## config.mk

```make
export PLATFORM = sky130hd
export DESIGN_NAME = fcvt_sched
export DESIGN_NICKNAME = d
export VERILOG_FILES = /design/src/rtl/fcvt_sched.sv
export SDC_FILE = /design/constraint.sdc
export NUM_CORES = 1
export LEC_CHECK = 0
export ABC_CLOCK_PERIOD_IN_PS = 4400
export BUFFER_PORTS_ARGS = -buffer_cell sky130_fd_sc_hd__buf_2
export CAP_MARGIN = 5
export CELL_PAD_IN_SITES_DETAIL_PLACEMENT = 1
export CELL_PAD_IN_SITES_GLOBAL_PLACEMENT = 1
export CORE_MARGIN = 3
export CORE_UTILIZATION = 41
export DETAILED_ROUTE_END_ITERATION = 10
export HOLD_SLACK_MARGIN = 0.05
export PLACE_DENSITY = 0.89
export SYNTH_ARGS = -nofsm -noshare
export SYNTH_HDL_FRONTEND = slang
export SYNTH_SLANG_ARGS = --single-unit
```

## constraint.sdc

```tcl
create_clock -name clk -period 4.4 [get_ports clk]
set_input_delay 0.88 -clock clk [delete_from_list [all_inputs] [get_ports clk]]
set_output_delay 0.88 -clock clk [all_outputs]
set_load 0.1 [all_outputs]
```

## src/rtl/fcvt_sched.sv

```systemverilog
// ============================================================================
//  Module   : fcvt_sched
//  Brief    : Round-robin scheduler sharing one FP-to-integer converter among
//             NREQ requesters, with tag pipeline and credit-protected FIFO.
//             Optional same-cycle result bypass: FCVT_BYPASS_EN.
//  Revision : 1.0
// ============================================================================
`default_nettype none

module fcvt_sched #(
    parameter int NREQ  = 3,
    parameter int TAGW  = 9,
    parameter int LAT   = 1,
    parameter int DEPTH = 4
) (
    input  logic                      clk,
    input  logic                      rst,
    input  logic [NREQ-1:0]           req_valid,
    output logic [NREQ-1:0]           req_ready,
    input  logic [NREQ*82-1:0]        req_A,
    input  logic [NREQ*2-1:0]         req_fmt,
    input  logic [NREQ-1:0]           req_is32b,
    input  logic [NREQ*TAGW-1:0]      req_tag,
    output logic                      cvt_en,
    output logic                      cvt_clkEn,
    output logic [81:0]               cvt_A,
    output logic                      cvt_isSNG,
    output logic                      cvt_isDBL,
    output logic                      cvt_isEXT,
    output logic                      cvt_verbatim,
    output logic                      cvt_is32b,
    input  logic [63:0]               cvt_res,
    output logic                      out_valid,
    input  logic                      out_ready,
    output logic [63:0]               out_res,
    output logic [TAGW-1:0]           out_tag,
    output logic [$clog2(NREQ)-1:0]   out_src
);

    localparam int SRCW = $clog2(NREQ);
    localparam int PTRW = $clog2(DEPTH);
    localparam int CNTW = $clog2(DEPTH + 1);
    localparam int AW   = 82;

    logic                clken_q;
    logic [SRCW-1:0]     rr_q, rr_d;
    logic [CNTW-1:0]     credit_q, credit_d;
    logic [CNTW-1:0]     count_q, count_d;
    logic [PTRW-1:0]     wr_q, wr_d, rd_q, rd_d;
    logic [AW-1:0]       a_q;

    logic [LAT-1:0]      pv_q;
    logic [TAGW-1:0]     ptag_q [LAT];
    logic [SRCW-1:0]     psrc_q [LAT];

    logic [63:0]         mres_q [DEPTH];
    logic [TAGW-1:0]     mtag_q [DEPTH];
    logic [SRCW-1:0]     msrc_q [DEPTH];

    logic                gnt_found;
    logic [SRCW-1:0]     gnt_idx;
    logic                issue_ok, issue_go;
    logic                fifo_ne, pop, push, byp_take, retire_v;
    logic [AW-1:0]       sel_A;
    logic [1:0]          sel_fmt;
    logic                sel_32;
    logic [TAGW-1:0]     sel_tag;

    function automatic logic [PTRW-1:0] ptr_inc(input logic [PTRW-1:0] p);
        return (p == PTRW'(DEPTH - 1)) ? '0 : p + PTRW'(1);
    endfunction

    // Round-robin search starting at the pointer, wrapping modulo NREQ
    always_comb begin
        gnt_found = 1'b0;
        gnt_idx   = '0;
        for (int k = 0; k < NREQ; k++) begin
            logic [SRCW-1:0] idx;
            idx = (int'(rr_q) + k >= NREQ) ? SRCW'(int'(rr_q) + k - NREQ)
                                           : SRCW'(int'(rr_q) + k);
            if (!gnt_found && req_valid[idx]) begin
                gnt_found = 1'b1;
                gnt_idx   = idx;
            end
        end
    end

    always_comb begin
        sel_A   = '0;
        sel_fmt = '0;
        sel_32  = 1'b0;
        sel_tag = '0;
        for (int r = 0; r < NREQ; r++) begin
            if (gnt_idx == SRCW'(r)) begin
                sel_A   = req_A[r*AW +: AW];
                sel_fmt = req_fmt[r*2 +: 2];
                sel_32  = req_is32b[r];
                sel_tag = req_tag[r*TAGW +: TAGW];
            end
        end
    end

    assign retire_v = pv_q[LAT-1];
    assign fifo_ne  = (count_q != '0);

`ifdef FCVT_BYPASS_EN
    // A retiring result may leave directly when nothing older is queued
    assign out_valid = ~rst & (fifo_ne | retire_v);
    assign out_res   = fifo_ne ? mres_q[rd_q] : cvt_res;
    assign out_tag   = fifo_ne ? mtag_q[rd_q] : ptag_q[LAT-1];
    assign out_src   = fifo_ne ? msrc_q[rd_q] : psrc_q[LAT-1];
    assign byp_take  = ~rst & ~fifo_ne & retire_v & out_ready;
`else
    assign out_valid = ~rst & fifo_ne;
    assign out_res   = mres_q[rd_q];
    assign out_tag   = mtag_q[rd_q];
    assign out_src   = msrc_q[rd_q];
    assign byp_take  = 1'b0;
`endif

    assign pop  = ~rst & fifo_ne & out_ready;
    assign push = retire_v & ~byp_take;

    // A slot freed this cycle may be reused by this cycle's issue
    assign issue_ok = clken_q & ~rst & ((credit_q != '0) | pop | byp_take);
    assign issue_go = issue_ok & gnt_found;

    always_comb begin
        req_ready = '0;
        if (issue_go) begin
            req_ready[gnt_idx] = 1'b1;
        end
    end

    assign cvt_en       = issue_go;
    assign cvt_clkEn    = clken_q & ~rst;
    assign cvt_A        = issue_go ? sel_A : a_q;
    assign cvt_is32b    = issue_go & sel_32;
    assign cvt_isSNG    = issue_go & (sel_fmt == 2'b00);
    assign cvt_isDBL    = issue_go & (sel_fmt == 2'b01);
    assign cvt_isEXT    = issue_go & (sel_fmt == 2'b10);
    assign cvt_verbatim = issue_go & (sel_fmt == 2'b11);

    always_comb begin
        rr_d     = rr_q;
        credit_d = credit_q;
        count_d  = count_q;
        wr_d     = wr_q;
        rd_d     = rd_q;
        if (issue_go) begin
            rr_d = (gnt_idx == SRCW'(NREQ - 1)) ? '0 : gnt_idx + SRCW'(1);
        end
        case ({issue_go, pop | byp_take})
            2'b10:   credit_d = credit_q - CNTW'(1);
            2'b01:   credit_d = credit_q + CNTW'(1);
            default: credit_d = credit_q;
        endcase
        case ({push, pop})
            2'b10:   count_d = count_q + CNTW'(1);
            2'b01:   count_d = count_q - CNTW'(1);
            default: count_d = count_q;
        endcase
        if (push) begin
            wr_d = ptr_inc(wr_q);
        end
        if (pop) begin
            rd_d = ptr_inc(rd_q);
        end
    end

    always_ff @(posedge clk) begin
        if (rst) begin
            clken_q  <= 1'b0;
            rr_q     <= '0;
            credit_q <= CNTW'(DEPTH);
            count_q  <= '0;
            wr_q     <= '0;
            rd_q     <= '0;
            pv_q     <= '0;
            a_q      <= '0;
        end else begin
            clken_q  <= 1'b1;
            rr_q     <= rr_d;
            credit_q <= credit_d;
            count_q  <= count_d;
            wr_q     <= wr_d;
            rd_q     <= rd_d;
            a_q      <= cvt_A;
            pv_q[0]  <= issue_go;
            for (int s = 1; s < LAT; s++) begin
                pv_q[s] <= pv_q[s-1];
            end
        end
    end

    always_ff @(posedge clk) begin
        ptag_q[0] <= sel_tag;
        psrc_q[0] <= gnt_idx;
        for (int s = 1; s < LAT; s++) begin
            ptag_q[s] <= ptag_q[s-1];
            psrc_q[s] <= psrc_q[s-1];
        end
        if (push) begin
            mres_q[wr_q] <= cvt_res;
            mtag_q[wr_q] <= ptag_q[LAT-1];
            msrc_q[wr_q] <= psrc_q[LAT-1];
        end
    end

endmodule

`default_nettype wire

```

Word level (Yosys, flattened, before mapping)
Memory sizes are Yosys's and may differ from the RTL's. A register that Yosys moved wholly into a read port is not among the register bits. Index checks and enable logic that the tools add are counted.

Bits in registers: 96. Memory bits (writable): 311. Bits of input ports: 352. Output and inout bits: 168. Word-level logic and storage cells: 112. Memories kept: 5.

Memories: mres_q (depth 4, width 64, rd ports 1, clocked after memory_dff 1, write ports 1, line 56) `logic [63:0] mres_q [DEPTH];`; mtag_q (depth 4, width 9, rd ports 1, clocked after memory_dff 1, write ports 1, line 57) `logic [TAGW-1:0] mtag_q [DEPTH];`; ptag_q (depth 1, width 9, rd ports 1, clocked after memory_dff 0, write ports 1, line 53) `logic [TAGW-1:0] ptag_q [LAT];`; msrc_q (depth 4, width 2, rd ports 1, clocked after memory_dff 1, write ports 1, line 58) `logic [SRCW-1:0] msrc_q [DEPTH];`; psrc_q (depth 1, width 2, rd ports 1, clocked after memory_dff 0, write ports 1, line 54) `logic [SRCW-1:0] psrc_q [LAT];`.

Add/subtract/negate cells: 12. Magnitude comparators: 8. Equal/unequal tests: 11. Multiplexer cells: 45. Bitwise operators: 12. Reduce and logical (&&, ||, !) cells: 11.

Operator list (count): $mux W82 (4); $mux W2 (18); $mux W9 (3); $eq A2 B2 Y1 const B (7); $mux W1 (13); $lt A2 B3 Y1 const B (4); $pmux W3 S2 (2); $and A1 B1 Y1 (10); $eq A2 B1 Y1 const B (4); $add A2 B1 Y2 const B (3); $add A3 B1 Y3 const B (2); $bmux W1 S2 (3); $ge A3 B2 Y1 const B (2); $reduce_bool A3 Y1 (2); $sub A3 B1 Y3 const B (2); $logic_not A2 Y1 (2); $reduce_bool A2 Y1 (2); $sub A2 B1 Y2 const B (2); $add A2 B1 Y3 const B (1); $add A2 B2 Y3 const B (1); $logic_and A1 B1 Y1 (3); $mux W3 (1); $demux W1 S2 (1); $ge A2 B1 Y1 const B (1); 5 further kinds (6).

Depth between registers and ports, before layout
Gate-level depths: netlist (run 1).

Word-level depth: 17. Mapped depth: 15. Depth with buffers taken out: 12.

Least setup slack after synthesis (run 1)
OpenSTA, ideal clock, no wires.

Path type: input to output. Start point: in rst. End point: out cvt_A[80]. Arrival: 6.224 ns. Required time: 3.520 ns. Slack: -2.704 ns. Stages: 6. Buffers on the path: 2. Cell sequence: nor2b_1 o221a_2 buf_4 clkbuf_1 nor2_1 a211oi_1.

Cells in the longest elaborated chain, start to end: 7.

RTL lines: from (decl) (line 17) `input logic rst,`; $not A1 Y1 (*) (line 121, 125); $and A1 B1 Y1 (2 in series) (line 121) `assign pop = ~rst & fifo_ne & out_ready;`; $or A1 B1 Y1 (line 125) `assign issue_ok = clken_q & ~rst & ((credit_q != '0) | pop | byp_take);`; $and A1 B1 Y1 (*) (line 125); $and A1 B1 Y1 (*) (line 126) `assign issue_go = issue_ok & gnt_found;`; net cvt_en (line 24) `output logic cvt_en,`; $mux W82 (*) (line 137) `assign cvt_A = issue_go ? sel_A : a_q;`; to (decl) (line 26) `output logic [81:0] cvt_A,`.

The timed path passes the listed nets; every way through them passes the cells marked *.

Worst setup path after layout (run 1)
Start point: reg rr_q[1]. End point: out cvt_A[55].

Cells in the longest elaborated chain, start to end: 16.

RTL lines: from (decl) (line 46) `logic [SRCW-1:0] rr_q, rr_d;`; from (signal assigned) (line 183) `rr_q <= rr_d;`; parallel branches: the longest is 15 deep, another holds $add A2 B1 Y3; $mux W82 (*) (line 137).

Every way passes the cells marked *. The select of a mux whose other input is x is not followed.

==> results.txt, run 1 <==
htree depth: 2
final hold viol count: 0
core area: 40370 um^2
first-pass GRT wire length: 87.41 mm
ys async rst share: 0
top_reg_cell synth: edfxtp_1
hold_buf cts: 0
area post-placement: 21520 um^2
number of cell rows: 73
# fillers: 3953
EDFF count, synth: 300
DRT Pass-1 Iters: 5
Max stage delay on crit path: 0.39 ns
worst path required time: 3.52 ns
Congestion Overflow GR: 0
Slew headroom: 0.2522
total power: 13.49 mW
global-route usage over all layers: 0.2649
# IOs: 520
startpoint types: register
vias per cell: 5.496
# Max-Cap Violations: 0
Worst Path Max Fanout: 18
Net Sw Power: 5.383 mW
wire per inst: 26.97 um
port bufs: 519
PwrDens: 581.2 nW/um^2
Clk pwr share: 0.277
nets: 2004
share of cells above drive strength 1: 0.4779
Cell variety after synth: 50
Setup Skew: 0.02593 ns
slowest CP cell: or3b_1
largest net degree at the start of global routing: 89
period utilization: 0.9629
area grow syn2layout: 36.43%
design area: 23210 um^2
worst skew pair latency: 0.57 ns
CTS root buf: clkbuf_16
Synth Area per Inst: 15.26 um^2
Buf/Inv on CP: 4
P_int: 8.106 mW
max-slew violations: 0
Final GP Congestion: 0.9647
TritonCTS clock tree: yes
synth warn: 0
outcome: completed
clk sinks: 409
Worst path top cell family by delay: buffers and inverters
vias in the first global route: 13430
fmax: 236.0 MHz
setup TNS: 0 ns
Crit Path Class: reg -> out
detailed placer's ending HPWL: 43.02 mm
die footprint: 43970 um^2
Synth top area share: 0.5296
synthesized flop and latch total: 409
final setup margin: 0.1631 ns
worst slack, placed: 0.2685 ns
Tightest Hold Check Type: reg -> reg
DRC: 0
Starting Density: 0.4214
CP Capture Type: primary output
via count of the routed design: 12200
Worst Path Arrival: 3.36 ns
initial antenna violation count: 33
Fin Hold WS: 0.4793 ns
CP Cell Sequence: inv_1, ha_1, nor2b_1, or3b_1, a21bo_4, inv_2, buf_12, mux2i_1, a211oi_2, buf_4
Chip Height: 209.7 um
sequential-to-total area share from yosys stat: 0.6578
Peak VDD IR: 0.0003795 V
Clock Pin Slew Worst Setup and Hold Paths: 0.06 ns
leading area contributor after synthesis: edfxtp_1
ranking of synthesized cells by area: edfxtp_1, dfxtp_1, mux4_2
worst slew pin tran: 1.122 ns
Post-Syn Area: 17010 um^2
Comb pwr share: 0.385
Inserted Clock Buffers: 44
DRT Wirelength: 59.85 mm
Syn Nets: 1480
Switching Share: 0.3990
Lkg Pwr: 8.659 nW
most frequent cells in the layout: buf_2, edfxtp_1, dfxtp_1
DRT iter0 DRCs: 760
maximum root-to-sink buffer count: 3
most common cell after layout, fill and taps aside: buf_2
ANT nets after route: 0
minimum clock period: 4.237 ns
final setup violating endpoints: 0
Post-Synthesis Cells: 1115
Seq pwr share: 0.338
Die X-Extent: 209.7 um
-- registers in the layout, summed over array words and instances (netlist names), named ones only --
name      cells
clken_q       1
rr_q          2
ptag_q        9
mtag_q       36
count_q       3
credit_q      3
rd_q          2
push          1
mres_q      256
a_q          82
wr_q          2
msrc_q        8
psrc_q        2
-- through the flow --
| step | util | std cells |
|---|---|---|
| 2_1_floorplan | - | 1115 |
| 5_1_grt | 0.5746 | 2215 |
| 3_3_place_gp | 0.5329 | 2112 |
| 6_report | 0.5749 | 2219 |
| 3_5_place_dp | 0.5329 | 2112 |
| 4_1_cts | 0.5703 | 2194 |
-- power groups by stage --
| stage | clock (mW) | combinational, mW | sequential (mW) |
|---|---|---|---|
| final | 3.74 | 5.20 | 4.56 |
| after global placement | 0 | 5.04 | 4.61 |
| after floorplan | 0 | 3.72 | 4.57 |
| after global routing | 4.00 | 5.38 | 4.58 |
| after CTS | 3.83 | 5.16 | 4.56 |
| after detailed placement | 0 | 5.12 | 4.64 |
-- what timing repair did --
| action | CTS | global route |
|---|---|---|
| setup endpoints to repair | 61 | 81 |
| gates resized for setup | 8 | 42 |
| buffers inserted | 2 | 3 |
| endpoints found under the hold margin | 0 | 0 |
| gates cloned | 1 | 0 |
| pin swaps | 4 | 10 |
-- cells in the mapped netlist (all sizes together), types with 2 or more instances --
cell	count
a211oi	77
a21bo	2
a21o	2
a21oi	4
a31oi	9
and2	86
and3	2
buf	45
clkbuf	31
dfxtp	109
edfxtp	300
fa	2
ha	11
inv	12
mux2i	83
mux4	75
nand2	29
nand2b	5
nand3	7
nor2	101
nor2b	2
nor3	85
o211ai	4
o21ai	6
o221a	3
o221ai	3
o22ai	2
or3	3
xor2	4
-- layout make-up --
type / instances / area, um^2 / area share
Inverter: 13 / 63.81 / 0.002749
Clock buffer: 57 / 1190 / 0.05127
Multi-Input combinational cell: 618 / 5707 / 0.2459
Sequential cell: 409 / 11200 / 0.4825
Antenna cell: 22 / 55.05 / 0.002372
Timing Repair Buffer: 553 / 4075 / 0.1756
Tap cell: 525 / 656.9 / 0.02830
Clock inverter: 22 / 262.8 / 0.01132
-- worst reg2reg max path, stage by stage (launching register included) --
cell and delay (ns):
dfxtp_1 0.33, inv_1 0.10, ha_2 0.25, mux2i_2 0.30, o221ai_2 0.16, o221a_4 0.30, inv_4 0.11, buf_4 0.20
buf_12 0.24, ha_1 0.25, inv_1 0.07, fa_1 0.39, xor2_1 0.19, or3_1 0.32, nand3_1 0.08
-- cell families (layout without fill, tap and decap cells) --
group                      Yosys count  after routing  share of synthesized area
DFF                                409            409                     0.6578
AOI/OAI and AO/OA                  118            118                    0.05987
and+or+nand+nor                    324            325                    0.09459
adders and majority gates           13             13                    0.01044
xor gates and xnor gates             4              4                   0.002059
muxes                              158            158                     0.1481
buffers and inverters               89            645                    0.02707
other                                0             22                          0
-- routing by layer --
metal / up-vias / part of all wire / wire, um / global-route usage
met1: 6175 / 0.37 / 21920 / 0.3041
met4: 6 / 0.046 / 2724 / 0.1092
met3: 128 / 0.074 / 4437 / 0.07459
li1: 5358 / - / - / -
met2: 529 / 0.51 / 30740 / 0.4661
met5: - / 0.00050 / 30 / 0
-- worst paths after layout --
path | slack [ns] | to | startpoint | depth (start not counted)
setup / recovery | 0.16 | cvt_A[55] | rr_q[1]$_SDFFE_PP0N_ | 10
hold / removal | 0.48 | mtag_q[0][3]$_DFFE_PP_ | ptag_q[0][3]$_DFF_P_ | 0
setup reg to reg | 1.05 | credit_q[2]$_SDFFE_PP1P_ | rr_q[0]$_SDFFE_PP0N_ | 14
hold reg to reg | 0.48 | mtag_q[0][3]$_DFFE_PP_ | ptag_q[0][3]$_DFF_P_ | 0
Note: power is estimated with default switching activity, not from simulation.
==> run 2: changes to the inputs <==
--- a/config.mk
+++ b/config.mk
@@ -15,6 +15,7 @@
 export DETAILED_ROUTE_END_ITERATION = 10
 export HOLD_SLACK_MARGIN = 0.05
 export PLACE_DENSITY = 0.89
+export SETUP_SLACK_MARGIN = 0.3
 export SYNTH_ARGS = -nofsm -noshare
 export SYNTH_HDL_FRONTEND = slang
 export SYNTH_SLANG_ARGS = --single-unit
==> results.txt, run 2 (synthesis gave the netlist of run 1 again) <==
largest net degree at the start of global routing: 89 (unchanged)
most common cell after layout, fill and taps aside: buf_2
worst slew pin tran: 1.071 ns (-0.05035 ns)
PwrDens: 576.0 nW/um^2 (-0.89%)
clk sinks: 409 (unchanged)
# fillers: 3843 (-2.8%)
Lkg Pwr: 8.875 nW (+2.5%)
Worst Path Arrival: 3.15 ns (-0.21 ns)
DRT iter0 DRCs: 875 (+15%)
final hold viol count: 0 (unchanged)
Final GP Congestion: 0.9176 (-4.9%)
worst skew pair latency: 0.57 ns (about the same)
unrepaired setup endpoints after global routing: no
area grow syn2layout: 44.48%
die footprint: 43970 um^2 (unchanged)
global-route usage over all layers: 0.2851 (+0.02018)
CP Capture Type: primary output
worst path required time: 3.52 ns (about the same)
ANT nets after route: 0 (unchanged)
maximum root-to-sink buffer count: 3 (unchanged)
Crit Path Class: reg -> out
first-pass GRT wire length: 92.79 mm (+6.2%)
DRT Pass-1 Iters: 7 (+2)
htree depth: 2 (unchanged)
Chip Height: 209.7 um (unchanged)
final setup violating endpoints: 0 (unchanged)
number of cell rows: 73 (unchanged)
Starting Density: 0.4214 (unchanged)
hold_buf cts: 0 (unchanged)
Slew headroom: 0.2858 (+0.03357)
most frequent cells in the layout: buf_2, edfxtp_1, dfxtp_1
port bufs: 519 (unchanged)
nets: 2011 (+0.35%)
DRT Wirelength: 65.60 mm (+9.6%)
setup TNS: 0 ns (unchanged)
Tightest Hold Check Type: reg -> reg
share of cells above drive strength 1: 0.5218 (+0.04389)
via count of the routed design: 12410 (+1.7%)
period utilization: 0.9160 (-0.04698)
minimum clock period: 4.030 ns (-0.2067 ns)
Largest regs: mres_q (256), a_q (82), mtag_q (36)
Inserted Clock Buffers: 44 (unchanged)
vias per cell: 5.550 (+0.97%)
detailed placer's ending HPWL: 43.93 mm (+2.1%)
TritonCTS clock tree: yes
CTS root buf: clkbuf_16
initial antenna violation count: 46 (+39%)
DRC: 0 (unchanged)
fmax: 248.1 MHz (+5.1%)
Die X-Extent: 209.7 um (unchanged)
# Max-Cap Violations: 0 (unchanged)
Peak VDD IR: 0.0004041 V (+6.5%)
max reg flops: 256 (unchanged)
outcome: completed
startpoint types: register
Setup Skew: 0.01272 ns (-0.01321 ns)
Top reg by flops: mres_q
Worst Path Max Fanout: 47 (+29)
Congestion Overflow GR: 0 (unchanged)
vias in the first global route: 13860 (+3.1%)
wire per inst: 29.34 um (+8.8%)
max-slew violations: 0 (unchanged)
Clock Pin Slew Worst Setup and Hold Paths: 0.06 ns (about the same)
Util after Layout: 0.6088 (+0.03390)
total power: 14.16 mW (+5.0%)
core area: 40370 um^2 (unchanged)
# IOs: 520 (unchanged)
## run 2: final cells by class
type / count / area, um^2 / area share
inverters: 13 / 63.81 / 0.002596
clock buffers: 52 / 1162 / 0.04729
diodes: 34 / 85.08 / 0.003462
multi-input cells: 617 / 6644 / 0.2703
clock inverters: 25 / 347.8 / 0.01415
flip-flops and latches: 409 / 11200 / 0.4557
repair buffers: 561 / 4417 / 0.1797
well taps: 525 / 656.9 / 0.02673
## run 2: critical path, stage by stage, from the launching register on
cell and delay, ns:
dfxtp_2 0.35, inv_2 0.08, ha_1 0.26, nor2b_1 0.10
or3b_1 0.41, a21bo_4 0.26, clkbuf_8 0.31, nor3_1 0.47
a211oi_4 0.11, buf_12 0.19
## run 2: report_power, final
part	internal, mW	switching, mW	leakage (nW)
combinational	1.70	3.98	4.54
sequential	4.43	0.152	3.62
clock	2.31	1.59	0.721
total	8.44	5.72	8.88
## run 2: final timing paths
path / startpoint / endpoint / slack [ns] / depth (start not counted)
worst min register to register: ptag_q[0][0]$_DFF_P_ / mtag_q[1][0]$_DFFE_PP_ / 0.50 / 0
worst min-delay path: ptag_q[0][0]$_DFF_P_ / mtag_q[1][0]$_DFFE_PP_ / 0.50 / 0
worst max register to register: rr_q[0]$_SDFFE_PP0N_ / credit_q[2]$_SDFFE_PP1P_ / 1.62 / 12
worst max-delay path: rr_q[1]$_SDFFE_PP0N_ / cvt_A[39] / 0.37 / 9
## run 2: metal layers
layer,vias to the layer above,wire length [um],GRT usage
met5,-,56,0
met4,8,3573,0.1540
met3,173,5647,0.09940
met2,579,34690,0.5103
met1,6345,21640,0.2911
li1,5304,-,-
## run 2: timing repair
action,4_1_cts,5_1_grt
gates cloned,2,3
pin swaps,8,7
buffers inserted,6,0
gates resized for setup,114,45
setup endpoints to repair,87,87
## run 2: stage by stage
stage / hold slack [ns] / worst slack (ns) / area, um^2 / std cells
final: 0.4999 / 0.3698 / 24580 / 2236
after CTS: 0.4965 / 0.2183 / 24220 / 2199
after floorplan: 0.4383 / 0.02853 / 17910 / 1115
after global routing: 0.5136 / 0.2621 / 24570 / 2233
after global placement: 0.4483 / 0.1455 / 22080 / 2114
after detailed placement: 0.4761 / 0.07449 / 22080 / 2114
